`src/rtl/branch_pkg.sv`:
```
// -----------------------------------------------------------------------------
// branch_pkg
// Shared definitions for the branch sequencer:
//   - BrOp encodings driven to the BranchUnit
//   - brseq_state_t, the sequencer FSM state type
//   - is_aligned(), the word-alignment test used on taken targets
// -----------------------------------------------------------------------------
package branch_pkg;

    localparam logic [4:0] BR_NONE = 5'b00000;
    localparam logic [4:0] BR_JAL  = 5'b10000;
    localparam logic [4:0] BR_BEQ  = 5'b01000;
    localparam logic [4:0] BR_BNE  = 5'b01001;
    localparam logic [4:0] BR_BLT  = 5'b01100;
    localparam logic [4:0] BR_BGE  = 5'b01101;
    localparam logic [4:0] BR_BLTU = 5'b01110;
    localparam logic [4:0] BR_BGEU = 5'b01111;

    typedef enum logic [1:0] {
        ST_IDLE,
        ST_EVAL,
        ST_REDIRECT,
        ST_FLUSH
    } brseq_state_t;

    // Fetch only accepts word-aligned redirect targets.
    function automatic logic is_aligned(input logic [31:0] addr);
        return (addr[1:0] == 2'b00);
    endfunction

endpackage

```
`src/rtl/branch_stats.sv`:
```
// -----------------------------------------------------------------------------
// branch_stats
// Two free-running statistics counters for the branch sequencer. Both wrap
// modulo 2^CNT_W.
// Ports:
//   clk, rst       clock, asynchronous active-high reset
//   eval_i         one pulse per resolved request (EVAL cycle)
//   taken_i        one pulse per completed redirect handshake
//   branches_o     count of eval_i pulses
//   taken_o        count of taken_i pulses
// -----------------------------------------------------------------------------
module branch_stats
    import branch_pkg::*;
#(
    parameter int CNT_W = 32
) (
    input  logic             clk,
    input  logic             rst,
    input  logic             eval_i,
    input  logic             taken_i,
    output logic [CNT_W-1:0] branches_o,
    output logic [CNT_W-1:0] taken_o
);

    logic [CNT_W-1:0] branches_q;
    logic [CNT_W-1:0] taken_q;

    always_ff @(posedge clk or posedge rst) begin
        if (rst) begin
            branches_q <= '0;
            taken_q    <= '0;
        end else begin
            if (eval_i) begin
                branches_q <= branches_q + CNT_W'(1);
            end
            if (taken_i) begin
                taken_q <= taken_q + CNT_W'(1);
            end
        end
    end

    assign branches_o = branches_q;
    assign taken_o    = taken_q;

endmodule

```
`src/rtl/branch_seq_ctrl.sv`:
```
// -----------------------------------------------------------------------------
// branch_seq_ctrl
// Accepts one branch/jump request at a time from decode, drives its BrOp to
// the BranchUnit for one EVAL cycle, and on a taken, word-aligned outcome
// issues a PC redirect (valid/ready) followed by FLUSH_CYCLES cycles of flush.
// A taken, misaligned target raises a one-cycle misalign_err instead.
//
// Optional feature macro: BRANCH_STATS_EN builds the statistics counters;
// without it stat_branches/stat_taken are tied to 0.
//
// Ports:
//   clk, rst                  clock, asynchronous active-high reset
//   br_valid/br_ready         request handshake from decode (ready only in IDLE)
//   br_op, br_target          request BrOp and precomputed target
//   bu_brop, bu_taken         BrOp to the BranchUnit, its NextPCSrc answer
//   redirect_valid/_ready     redirect handshake to fetch
//   redirect_pc               redirect target
//   flush                     squash younger front-end instructions
//   misalign_err              one-cycle pulse on taken misaligned target
//   stat_branches, stat_taken statistics counters
// -----------------------------------------------------------------------------
module branch_seq_ctrl
    import branch_pkg::*;
#(
    parameter int FLUSH_CYCLES = 2,
    parameter int CNT_W        = 32
) (
    input  logic             clk,
    input  logic             rst,
    input  logic             br_valid,
    output logic             br_ready,
    input  logic [4:0]       br_op,
    input  logic [31:0]      br_target,
    output logic [4:0]       bu_brop,
    input  logic             bu_taken,
    output logic             redirect_valid,
    input  logic             redirect_ready,
    output logic [31:0]      redirect_pc,
    output logic             flush,
    output logic             misalign_err,
    output logic [CNT_W-1:0] stat_branches,
    output logic [CNT_W-1:0] stat_taken
);

    // A zero-cycle flush still needs a legal (1-bit) counter declaration.
    localparam int FC_W = (FLUSH_CYCLES > 0) ? $clog2(FLUSH_CYCLES + 1) : 1;
    localparam logic [FC_W-1:0] FC_LOAD = FC_W'(FLUSH_CYCLES);

    brseq_state_t    state_q, state_d;
    logic [4:0]      op_q, op_d;
    logic [31:0]     tgt_q, tgt_d;
    logic [FC_W-1:0] fcnt_q, fcnt_d;
    logic            mis_q, mis_d;

    // NOTE: every signal driven here gets a default before the case so no
    // path leaves it unassigned, which would infer a latch.
    always_comb begin
        state_d        = state_q;
        op_d           = op_q;
        tgt_d          = tgt_q;
        fcnt_d         = fcnt_q;
        mis_d          = 1'b0;
        br_ready       = 1'b0;
        bu_brop        = BR_NONE;
        redirect_valid = 1'b0;
        redirect_pc    = 32'h0;
        flush          = 1'b0;

        case (state_q)
            ST_IDLE: begin
                br_ready = 1'b1;
                if (br_valid) begin
                    op_d    = br_op;
                    tgt_d   = br_target;
                    state_d = ST_EVAL;
                end
            end
            ST_EVAL: begin
                bu_brop = op_q;
                if (bu_taken && is_aligned(tgt_q)) begin
                    state_d = ST_REDIRECT;
                end else begin
                    // Taken-but-misaligned is reported and dropped.
                    mis_d   = bu_taken;
                    state_d = ST_IDLE;
                end
            end
            ST_REDIRECT: begin
                redirect_valid = 1'b1;
                redirect_pc    = tgt_q;
                if (redirect_ready) begin
                    if (FLUSH_CYCLES == 0) begin
                        state_d = ST_IDLE;
                    end else begin
                        state_d = ST_FLUSH;
                        fcnt_d  = FC_LOAD;
                    end
                end
            end
            ST_FLUSH: begin
                flush  = 1'b1;
                fcnt_d = fcnt_q - FC_W'(1);
                // Counter holds the flush cycles remaining including this one.
                if (fcnt_q <= FC_W'(1)) begin
                    state_d = ST_IDLE;
                end
            end
            default: state_d = ST_IDLE;
        endcase
    end

    // NOTE: state registers use non-blocking assignments so every flop
    // samples the pre-edge values regardless of statement order.
    always_ff @(posedge clk or posedge rst) begin
        if (rst) begin
            state_q <= ST_IDLE;
            op_q    <= BR_NONE;
            tgt_q   <= 32'h0;
            fcnt_q  <= '0;
            mis_q   <= 1'b0;
        end else begin
            state_q <= state_d;
            op_q    <= op_d;
            tgt_q   <= tgt_d;
            fcnt_q  <= fcnt_d;
            mis_q   <= mis_d;
        end
    end

    assign misalign_err = mis_q;

`ifdef BRANCH_STATS_EN
    logic eval_pulse;
    logic redirect_fire;

    assign eval_pulse    = (state_q == ST_EVAL);
    assign redirect_fire = (state_q == ST_REDIRECT) && redirect_ready;

    branch_stats #(
        .CNT_W(CNT_W)
    ) u_stats (
        .clk       (clk),
        .rst       (rst),
        .eval_i    (eval_pulse),
        .taken_i   (redirect_fire),
        .branches_o(stat_branches),
        .taken_o   (stat_taken)
    );
`else
    assign stat_branches = '0;
    assign stat_taken    = '0;
`endif

endmodule

```
`config.mk`:
```
export PLATFORM = sky130hd
export DESIGN_NAME = branch_seq_ctrl
export DESIGN_NICKNAME = d
export VERILOG_FILES = /design/src/rtl/branch_pkg.sv /design/src/rtl/branch_stats.sv /design/src/rtl/branch_seq_ctrl.sv
export SDC_FILE = /design/constraint.sdc
export NUM_CORES = 1
export LEC_CHECK = 0
export ABC_AREA = 1
export CAP_MARGIN = 5
export CORE_UTILIZATION = 41
export DETAILED_ROUTE_END_ITERATION = 8
export PLACE_DENSITY = 0.93
export RECOVER_POWER = 25
export SLEW_MARGIN = 25
export SYNTH_ARGS = -nofsm -noshare
export SYNTH_HDL_FRONTEND = slang
export SYNTH_HIERARCHICAL = 1
export SYNTH_SLANG_ARGS = --single-unit
```
`constraint.sdc`:
```
create_clock -name clk -period 2.9 [get_ports clk]
set_input_delay 0.435 -clock clk [delete_from_list [all_inputs] [get_ports clk]]
set_output_delay 0.435 -clock clk [all_outputs]
set_load 0.03 [all_outputs]
```
==> results of run 1 <==
-- placed cells by master, fill, tap and decap left out, drive strengths merged --
cell type and n:
buf 3, conb 64, clkbuf 6, clkdlybuf4s50 81, inv 46, dlygate4sd3 1, nand2 84, nand3 39
a21oi 1, nor2 48, ha 1, dfrtp 42
-- power by group --
part	switching, W	leakage, nW	internal, W
Clock	0.000180	0.0431	0.000184
Sequential	0.000170	0.518	0.000861
Combinational	0.000870	1.16	0.000455
Total	0.00122	1.72	0.00150
-- final cells by class --
cell class,instances,area (um2),area share (%)
flip-flops and latches,42,1050,32.8
repair buffers,85,843,26.3
inverters,46,173,5.39
multi-input cells,237,958,29.9
clock buffers,6,82.6,2.58
well taps,75,93.8,2.93
-- metal layers --
layer  global-route usage [%]  part of all wire (%)  routed length (um)  vias up
met2                     29.9                    52                2700       81
met3                     4.16                   5.7                 298        6
met5                        0                     0                   0        -
met4                     6.25                   1.0                  53        0
li1                         -                     -                   -     1027
met1                     18.9                    41                2160      939
-- kinds of logic after synthesis --
family	Yosys count	synth area share [%]
other cells	1	0.147
compound gates	1	0.196
flops	42	41.2
buf+inv	125	30.5
fa+ha+maj	1	0.490
simple gates	171	27.5
-- worst register-to-register path, cell delays in order, from the launching register on --
cell and delay, ns:
dfrtp_1 0.49, nor2_4 0.16, buf_4 0.38, nand2_2 0.51, nand2_1 0.21, nand2_1 0.06
-- flip-flops by register name (all words and copies together) (netlist names), named ones only --
name and flops:
misalign_err 1, fcnt_q 2, op_q 5, state_q 1
tgt_q 32
-- worst min path at each step --
stage | end | slack (ns) | depth (start not counted)
detailed placement | tgt_q[29] | 0.46 | 2
floorplan | op_q[0] | 0.44 | 2
finish | tgt_q[20] | 0.47 | 2
global route | tgt_q[27] | 0.49 | 2
global placement | tgt_q[6] | 0.45 | 2
CTS | tgt_q[15] | 0.48 | 2
-- metrics by stage --
step                instance area, um2  worst slack, ns  total power (W)
floorplan                         2790             1.27          0.00208
global placement                  3120            0.544          0.00232
detailed placement                3120            0.449          0.00237
CTS                               3200            0.132          0.00275
global route                      3200           0.0640          0.00296
finish                            3200            0.181          0.00272
==> summary.txt, run 1 <==
Outcome
  – Status: finished with violations
  – Failing checks: max-capacitance violations, max-slew violations

Synth
  – Most frequent cell after synthesis: nand2_1
  – Distinct cells, synth: 13
  – Leading area contributor after synthesis: dfrtp_1
  – Mapped Avg Cell Area: 7.49 um2
  – Post-synth top cells: 83 x nand2_1, 67 x buf_4, 47 x nor2_1
  – Number of enable flip-flop cells after synthesis: 0
  – FF+latch count, synth: 42
  – Top cells by area, synth: dfrtp_1 41%, buf_4 20%, nand2_1 12%
  – Synth top area share: 41.2%
  – Mapped Area: 2550 um2
  – Top_reg_cell synth: dfrtp_1
  – FFs w/ async S/R, synth: 100%
  – Yosys warning count: 6
  – Post-Synthesis Cells: between 300 and 400
  – Seq/Total Area, Yosys: 41.2%

Flow run
  – Max_cap viols: 1

CTS
  – H-tree depth: 2
  – Post CTS Setup Buffer Count: 0
  – # resized after CTS: 0
  – CTS Buffer Depth: 2
  – Clock Latency Late Sink: 0.28 ns
  – Num CTS Buffers: 5
  – Clock slew at reported path FFs: 0.08 ns
  – Clock sink count: 42
  – CTS tree: built
  – CTS Root Cell: clkbuf_8
  – CTS Hold Buffers Added: 0

STA
  – Worst clock skew: 0.00603 ns
  – Final slew viol count: 43
  – Max Clk Rate: 368 MHz
  – Slew @ Worst Pin: 1.56 ns
  – Final Cycle Share: between 90% and 100%
  – Setup TNS after final layout: 0 ns
  – Final setup vio count: 0
  – Final hold violations: 0
  – Worst slew margin: -3.82%
  – Fin Hold WS: 0.474 ns
  – RSZ-0062 raised after global routing: false
  – Fin crit period: 2.72 ns

Finish
  – Layout cells sized above 1: 2.64%
  – Nets: 460
  – Syn-to-layout area delta: 25.4%
  – Final-layout fill cell count: 581
  – Layout Cells excl Fill: 491
  – # diodes: 0
  – Final core utilization: 53.8%

Floorplan
  – Row count: 28
  – Initial core utilization: 42.9%
  – Num ports: 147
  – Die X: 80.9 um
  – Core ar.: 5960 um2
  – Die H: approximately 81 um
  – Die area: 6540 um2

Critical path
  – CP Class: flop to output pin
  – Reg2Reg Setup Slack: 0.99 ns
  – Worst-case reg-to-reg path depth: 5
  – R2R Path End: tgt_q[13]
  – Critical path launch point type: flop
  – Crit path depth: 4
  – Crit path arrival time: 2.28 ns
  – Crit path cell chain: nand2_1 -> buf_4 -> nor2_1 -> clkdlybuf4s50_1
  – Slowest cell delay on critical path: 0.70 ns
  – Critical Path Fanout Max: 21
  – Crit end category: output pin
  – Worst path buffer plus inverter count: 2
  – Slowest CP cell: clkdlybuf4s50_1
  – Delay-heaviest family, CP: buffers and inverters
  – Crit path capture: redirect_pc[25]
  – Critical Path RT: 2.47 ns

Pwr
  – Leak: roughly 1.7 nW
  – IR drop worst, VDD: 638 uV
  – Cell area power density: around 850 nW/um2

Global route
  – Pin count of the biggest net entering global routing: 43
  – Total gr overflow: 0
  – Vias in the first global route: ~1800
  – Initial antenna violation count: 0
  – GRT Util Overall: 16.6%
  – First-pass GRT wire length: 8.26 mm

Route
  – First-iteration detailed-routing DRC count: 77
  – Vias/cell: 4.18
  – Drt first pass iters: 4
  – Wire length per cell: around 11 um
  – DRC: 0
  – Via Count: 2053
  – Total Routed Length: 5.21 mm
  – Post-DRT Antenna Nets: 0

Placement
  – HPWL after DPL: 3.80 mm
  – Port-buffer cells: 82
  – Cells after DPL: 485
  – Placer Congestion: approximately 0.73

Min path
  – Hold_sp: tgt_q[20]
  – Hold Path Class: flop to flop
Note: power is estimated with default switching activity, not from simulation.
==> run 2, diff against run 1 <==
--- a/config.mk
+++ b/config.mk
@@ -7,9 +7,10 @@
 export LEC_CHECK = 0
 export ABC_AREA = 1
 export CAP_MARGIN = 5
-export CORE_UTILIZATION = 41
+export CORE_UTILIZATION = 35
+export CTS_CLUSTER_SIZE = 40
 export DETAILED_ROUTE_END_ITERATION = 8
-export PLACE_DENSITY = 0.93
+export PLACE_DENSITY = 0.85
 export RECOVER_POWER = 25
 export SLEW_MARGIN = 25
 export SYNTH_ARGS = -nofsm -noshare
==> constraint.sdc (replaced) <==
create_clock -name clk -period 2.4 [get_ports clk]
set_input_delay 0.36 -clock clk [delete_from_list [all_inputs] [get_ports clk]]
set_output_delay 0.36 -clock clk [all_outputs]
set_load 0.03 [all_outputs]
==> run 2 against run 1 <==
The flow now finishes without violations. Global-route usage is 2.6 points lower. Register-to-register slack got worse by 0.05 ns. Count of clock-buffer cells in the layout down 1. Via count up 1.0%. Clock skew increased by 0.0031 ns. Combinational power up 20%. Flip-flop and latch count unchanged. Die area increased by 17%. Worst hold slack lost 0.0018 ns. Utilization shrank 7.6 points. Routed wire length up 0.13%.
==> summary.txt, run 2 (synthesized netlist as in run 1, its figures left out) <==
Outcome
  – Status: finished, final reports clean (was finished with violations)

Finish
  – Largest regs: tgt_q x32, op_q x5, fcnt_q x2 (unchanged)
  – Final core utilization: 46.1% (was 53.8%)
  – Most frequent cells in the layout: 83 x nand2_1, 64 x conb_1, 47 x nor2_1 (was 83 x nand2_1, 81 x clkdlybuf4s50_1, 64 x conb_1)
  – Multi-input gate area: 958 um2 (unchanged)
  – Layout cells sized above 1: 11.4% (was 2.64%)
  – Nets: 462 (was 460)
  – Final-layout fill cell count: 693 (was 581)
  – Commonest non-fill, non-tap cell in the layout: nand2_1 (unchanged)
  – Reg area: 1050 um2 (unchanged)
  – Syn-to-layout area delta: 24.8% (was 25.4%)
  – Number of flip-flops in the largest register: 32 (unchanged)
  – Layout Cells excl Fill: 516 (was 491)
  – # diodes: 0 (unchanged)
  – Design Area, Final: 3190 um2 (was 3200 um2)
  – Largest Register: tgt_q (unchanged)

Critical path
  – Reg2Reg Setup Slack: 0.94 ns (was 0.99 ns)
  – Worst path buffer plus inverter count: 3 (was 2)
  – Slowest CP cell: clkdlybuf4s50_1 (unchanged)
  – Crit path arrival time: 1.94 ns (was 2.28 ns)
  – Critical Path Fanout Max: 5 (was 21)
  – CP Class: flop to output pin (unchanged)
  – Critical Path RT: 2.04 ns (was 2.47 ns)
  – Delay-heaviest family, CP: buffers and inverters (unchanged)
  – Crit path cell chain: inv_1 -> nor2_1 -> inv_1 -> nor2_1 -> clkdlybuf4s50_1 (was nand2_1 -> buf_4 -> nor2_1 -> clkdlybuf4s50_1)
  – R2R Path End: tgt_q[29] (was tgt_q[13])
  – Critical path origin: state_q[0]
  – Worst-case reg-to-reg path depth: 4 (was 5)
  – Slowest cell delay on critical path: 0.67 ns (was 0.70 ns)
  – Critical path launch point type: flop (unchanged)
  – Crit end category: output pin (unchanged)

STA
  – RSZ-0062 raised after global routing: false (unchanged)
  – Worst slew margin: 32.0% (was -3.82%)
  – Fin crit period: 2.30 ns
  – Final Cycle Share: 95.8%
  – Final setup vio count: 0 (unchanged)
  – Final slew viol count: 0 (was 43)
  – Setup TNS after final layout: 0 ns (unchanged)
  – Slew @ Worst Pin: 1.02 ns (was 1.56 ns)
  – Max Clk Rate: about 430 MHz
  – Worst clock skew: 0.00912 ns (was 0.00603 ns)
  – Final hold violations: 0 (unchanged)

CTS
  – CTS Root Cell: clkbuf_8 (unchanged)
  – Num CTS Buffers: 5 (unchanged)
  – CTS tree: built (unchanged)
  – Clock slew at reported path FFs: 0.09 ns (was 0.08 ns)
  – Post CTS Setup Buffer Count: 0 (unchanged)
  – CTS Buffer Depth: 2 (unchanged)
  – H-tree depth: 2 (unchanged)
  – Clock Latency Late Sink: 0.29 ns (was 0.28 ns)
  – Clock sink count: 42 (unchanged)

Global route
  – Pin count of the biggest net entering global routing: 43 (unchanged)
  – First-pass GRT wire length: 8.29 mm (was 8.26 mm)
  – GRT Util Overall: 14.0% (was 16.6%)
  – Vias in the first global route: 1838 (was 1823)
  – Total gr overflow: 0 (unchanged)
  – Initial antenna violation count: 0 (unchanged)

Route
  – DRC: 0 (unchanged)
  – Via Count: 2074 (was 2053)
  – Met3 WL: 342 um (was 298 um)
  – Wire length per cell: 10.1 um (was 10.6 um)
  – Total Routed Length: 5.22 mm (was 5.21 mm)
  – Vias/cell: 4.02 (was 4.18)
  – Post-DRT Antenna Nets: 0 (unchanged)
  – Drt first pass iters: 4 (unchanged)
  – Routed met1 length: 2.05 mm (was 2.16 mm)
  – Uppermost layer routed: met4 (unchanged)
  – Metal2 WL: 2.78 mm (was 2.70 mm)
  – First-iteration detailed-routing DRC count: 72 (was 77)

Pwr
  – Leak: 1.85 nW (was 1.72 nW)
  – Cell area power density: 1030 nW/um2 (was 849 nW/um2)
  – IR drop worst, VDD: 611 uV (was 638 uV)

Min path
  – Hold Path Class: flop to flop (unchanged)
  – Hold_sp: tgt_q[10] (was tgt_q[20])
  – Hold depth: 2 (unchanged)
  – Worst Hold End: tgt_q[10] (was tgt_q[20])

Placement
  – HPWL after DPL: 3.84 mm (was 3.80 mm)
  – Cells after DPL: 508 (was 485)
  – Placer Congestion: 0.705 (was 0.729)
  – Area after DPL: 3090 um2 (was 3120 um2)
  – Port-buffer cells: 82 (unchanged)

Floorplan
  – Num ports: 147 (unchanged)
  – Core ar.: 6910 um2 (was 5960 um2)
  – Die X: 87.4 um (was 80.9 um)
  – Row count: 30 (was 28)
  – Initial core utilization: 37.0% (was 42.9%)
  – Die area: 7640 um2 (was 6540 um2)
  – Die H: 87.4 um (was 80.9 um)

Flow run
  – Max_cap viols: 0 (was 1)
==> run 2: changes by cell type in the layout (fill, tap and decap cells not counted), sizes merged <==
cell	change
buf	+34
clkdlybuf4s50	-36
clkinv	+3
clkinvlp	+1
dlymetal6s2s	+3
inv	-1
==> run 2: layout make-up <==
cell class	count	area share, %
Multi-Input combinational cell	237	30.1
Clock buffer	5	2.16
Tap cell	96	3.77
Timing Repair Buffer	87	24.9
Inverter	46	5.42
Clock inverter	3	0.668
Sequential cell	42	33.0
==> run 2: power by group <==
| group | switching (W) | internal (W) |
|---|---|---|
| registers | 0.000201 | 0.00104 |
| clock network | 0.000244 | 0.000204 |
| logic | 0.00105 | 0.000528 |
| total | 0.00150 | 0.00177 |
==> run 2: repair_timing <==
item                                    in CTS  in global routing
endpoints found under the setup margin       0                  3
resized for setup                            0                  3
hold buffers                                 0                  0
==> run 2: worst max path at each step <==
stage	endpoint	slack, ns	cells after the start
after floorplan	redirect_pc[17]	0.84	4
after detailed placement	bu_brop[1]	0.41	4
after global placement	bu_brop[0]	0.48	4
after global routing	bu_brop[3]	0.03	5
after CTS	bu_brop[1]	0.06	5
final	bu_brop[3]	0.10	5
==> run 2: metrics by stage <==
step	power, W	hold slack, ns	setup WS, ns
floorplan	0.00251	0.442	0.844
global placement	0.00279	0.454	0.481
detailed placement	0.00285	0.458	0.415
CTS	0.00332	0.478	0.0584
global route	0.00355	0.490	0.0318
finish	0.00327	0.472	0.100
==> run 2: metal layers <==
layer  track usage, %  vias to the layer above
met5                0                        -
met4             3.87                        0
met3             3.70                        6
met2             25.8                       93
met1             15.9                      941
li1                 -                     1034
==> run 2: tightest hold or removal path, delay by kind of cell (launching register included) <==
kind | cells | cell delay [ns]
DFF | 1 | 0.34
and+or+nand+nor | 2 | 0.11
==> run 3, diff against run 2 <==
--- a/config.mk
+++ b/config.mk
@@ -7,10 +7,12 @@
 export LEC_CHECK = 0
 export ABC_AREA = 1
 export CAP_MARGIN = 5
-export CORE_UTILIZATION = 35
+export CELL_PAD_IN_SITES_DETAIL_PLACEMENT = 0
+export CELL_PAD_IN_SITES_GLOBAL_PLACEMENT = 1
+export CORE_UTILIZATION = 23
 export CTS_CLUSTER_SIZE = 40
 export DETAILED_ROUTE_END_ITERATION = 8
-export PLACE_DENSITY = 0.85
+export PLACE_DENSITY = 0.83
 export RECOVER_POWER = 25
 export SLEW_MARGIN = 25
 export SYNTH_ARGS = -nofsm -noshare
==> run 3 against run 2 <==
Die area grew 51%. Maximum frequency rose by 1.1%. Total power grew 0.88%. Highest routed layer unchanged.
==> summary.txt, run 3 (synthesized netlist as in run 1, its figures left out) <==
Outcome
  – Status: finished, final reports clean (unchanged)

Critical path
  – Critical Path Fanout Max: 8 (was 5)
  – Crit end category: output pin (unchanged)
  – Crit path arrival time: 1.91 ns (was 1.94 ns)
  – R2R Path End: tgt_q[23] (was tgt_q[29])
  – Reg2Reg Setup Slack: 0.51 ns (was 0.94 ns)
  – Crit path depth: 4 (was 5)
  – Crit path cell chain: nor2_1 -> inv_1 -> nor2_1 -> clkdlybuf4s50_1 (was inv_1 -> nor2_1 -> inv_1 -> nor2_1 -> clkdlybuf4s50_1)
  – Critical path launch point type: flop (unchanged)
  – Slowest cell delay on critical path: 0.67 ns (about the same)
  – Critical Path RT: 2.04 ns (about the same)
  – Slowest CP cell: clkdlybuf4s50_1 (unchanged)
  – Most used cell, CP: nor2_1
  – CP Class: flop to output pin (unchanged)
  – Worst-case reg-to-reg path depth: 5 (was 4)
  – Worst path buffer plus inverter count: 2 (was 3)
  – Delay-heaviest family, CP: buffers and inverters (unchanged)
  – Crit path capture: bu_brop[0] (was bu_brop[3])

Route
  – Wire length per cell: 10.2 um (was 10.1 um)
  – Vias/cell: 3.64 (was 4.02)
  – DRC: 0 (unchanged)
  – Via Count: 2044 (was 2074)
  – Drt first pass iters: 4 (unchanged)
  – First-iteration detailed-routing DRC count: 71 (was 72)
  – Total Routed Length: 5.75 mm (was 5.22 mm)
  – Post-DRT Antenna Nets: 0 (unchanged)

Global route
  – Total gr overflow: 0 (unchanged)
  – Vias in the first global route: 1852 (was 1838)
  – GRT Util Overall: 10.0% (was 14.0%)
  – First-pass GRT wire length: 8.96 mm (was 8.29 mm)
  – Pin count of the biggest net entering global routing: 39 (was 43)
  – Initial antenna violation count: 0 (unchanged)

Finish
  – Nets: 463 (was 462)
  – Final-layout fill cell count: 1196 (was 693)
  – Syn-to-layout area delta: 26.9% (was 24.8%)
  – Number of flip-flops in the largest register: 32 (unchanged)
  – Largest Register: tgt_q (unchanged)
  – Layout cells sized above 1: 11.2% (was 11.4%)
  – Commonest non-fill, non-tap cell in the layout: nand2_1 (unchanged)
  – Largest regs: tgt_q x32, op_q x5, fcnt_q x2 (unchanged)
  – Reg area: 1050 um2 (unchanged)
  – Most frequent cells in the layout: 83 x nand2_1, 64 x conb_1, 47 x nor2_1 (unchanged)
  – # diodes: 0 (unchanged)
  – Multi-input gate area: 958 um2 (unchanged)

Min path
  – Hold Path Class: input pin to async pin (was flop to flop)

Pwr
  – Cell area power density: 1020 nW/um2 (was 1030 nW/um2)
  – Leak: 1.85 nW (about the same)
  – IR drop worst, VDD: 350 uV (was 611 uV)

Placement
  – HPWL after DPL: 4.25 mm (was 3.84 mm)
  – Placer Congestion: 0.673 (was 0.705)
  – Port-buffer cells: 82 (unchanged)

STA
  – Final Cycle Share: 94.8% (was 95.8%)
  – RSZ-0062 raised after global routing: false (unchanged)
  – Slew @ Worst Pin: 1.32 ns (was 1.02 ns)
  – Worst slew margin: 12.1% (was 32.0%)
  – Max Clk Rate: 440 MHz (was 435 MHz)
  – Fin crit period: 2.27 ns (was 2.30 ns)
  – Fin Hold WS: 0.466 ns (was 0.472 ns)
  – Setup TNS after final layout: 0 ns (unchanged)
  – Final slew viol count: 0 (unchanged)
  – Final hold violations: 0 (unchanged)
  – Worst clock skew: 0.00728 ns (was 0.00912 ns)
  – Final setup vio count: 0 (unchanged)

Floorplan
  – Initial core utilization: 23.5% (was 37.0%)
  – Die X: 107 um (was 87.4 um)
  – Core ar.: 10800 um2 (was 6910 um2)
  – Num ports: 147 (unchanged)
  – Row count: 38 (was 30)
  – Die area: 11500 um2 (was 7640 um2)
  – Die H: 107 um (was 87.4 um)

CTS
  – Num CTS Buffers: 5 (unchanged)
  – H-tree depth: 2 (unchanged)
  – CTS tree: built (unchanged)
  – Clock sink count: 42 (unchanged)
  – CTS Hold Buffers Added: 0 (unchanged)
  – Clock slew at reported path FFs: 0.08 ns (was 0.09 ns)
  – CTS Root Cell: clkbuf_8 (unchanged)
  – CTS Buffer Depth: 2 (unchanged)
  – Clock Latency Late Sink: 0.29 ns (about the same)

Flow run
  – Max_cap viols: 0 (unchanged)
-- run 3: repair_timing --
action	in CTS	in global routing
setup endpoints to repair	0	3
resized for setup	0	3
buffers inserted	0	0
-- run 3: layout make-up --
class,count,share of cell area (%)
Timing Repair Buffer,88,24.4
Clock inverter,1,0.154
Inverter,46,5.33
Sequential cell,42,32.4
Tap cell,140,5.41
Multi-Input combinational cell,237,29.6
Clock buffer,7,2.67
-- run 3: worst min path at each step --
| stage | from | end | slack [ns] | cells after the start |
|---|---|---|---|---|
| 2_1_floorplan | op_q[0] | op_q[0] | 0.44 | 2 |
| 3_3_place_gp | tgt_q[2] | tgt_q[2] | 0.46 | 2 |
| 3_5_place_dp | op_q[3] | op_q[3] | 0.46 | 2 |
| 4_1_cts | rst | tgt_q[9] | 0.28 | 2 |
| 5_1_grt | rst | tgt_q[15] | 0.48 | 2 |
| 6_report | rst | tgt_q[9] | 0.47 | 2 |
-- run 3: per-layer routing --
metal  vias up  global-route usage [%]  share of wire (%)
li1       1035                       -                  -
met1       928                    11.7                 43
met2        75                    18.1                 49
met3         6                    2.12                6.0
met4         0                    3.23                1.3
met5         -                       0                  0
-- run 3: through the flow --
stage	setup WS (ns)	total power [W]	area, um2	utilization, %	instances
detailed placement	0.411	0.00287	3150	29.0	553
global route	0.0101	0.00361	3240	29.9	561
CTS	0.0738	0.00336	3240	29.9	561
global placement	0.452	0.00283	3150	29.0	553
finish	0.126	0.00330	3240	29.9	561
floorplan	0.844	0.00251	2790	-	404
-- run 3: worst register-to-register path: cells and delay by family (launching register included) --
family	cells	cell delay, ns
and+or+nand+nor	4	0.91
DFF	1	0.49
buffers and inverters	1	0.38
-- run 3: power by group --
group          internal [W]  switching [W]
logic              0.000525        0.00106
registers           0.00104       0.000201
clock network      0.000232       0.000242
total               0.00180        0.00150
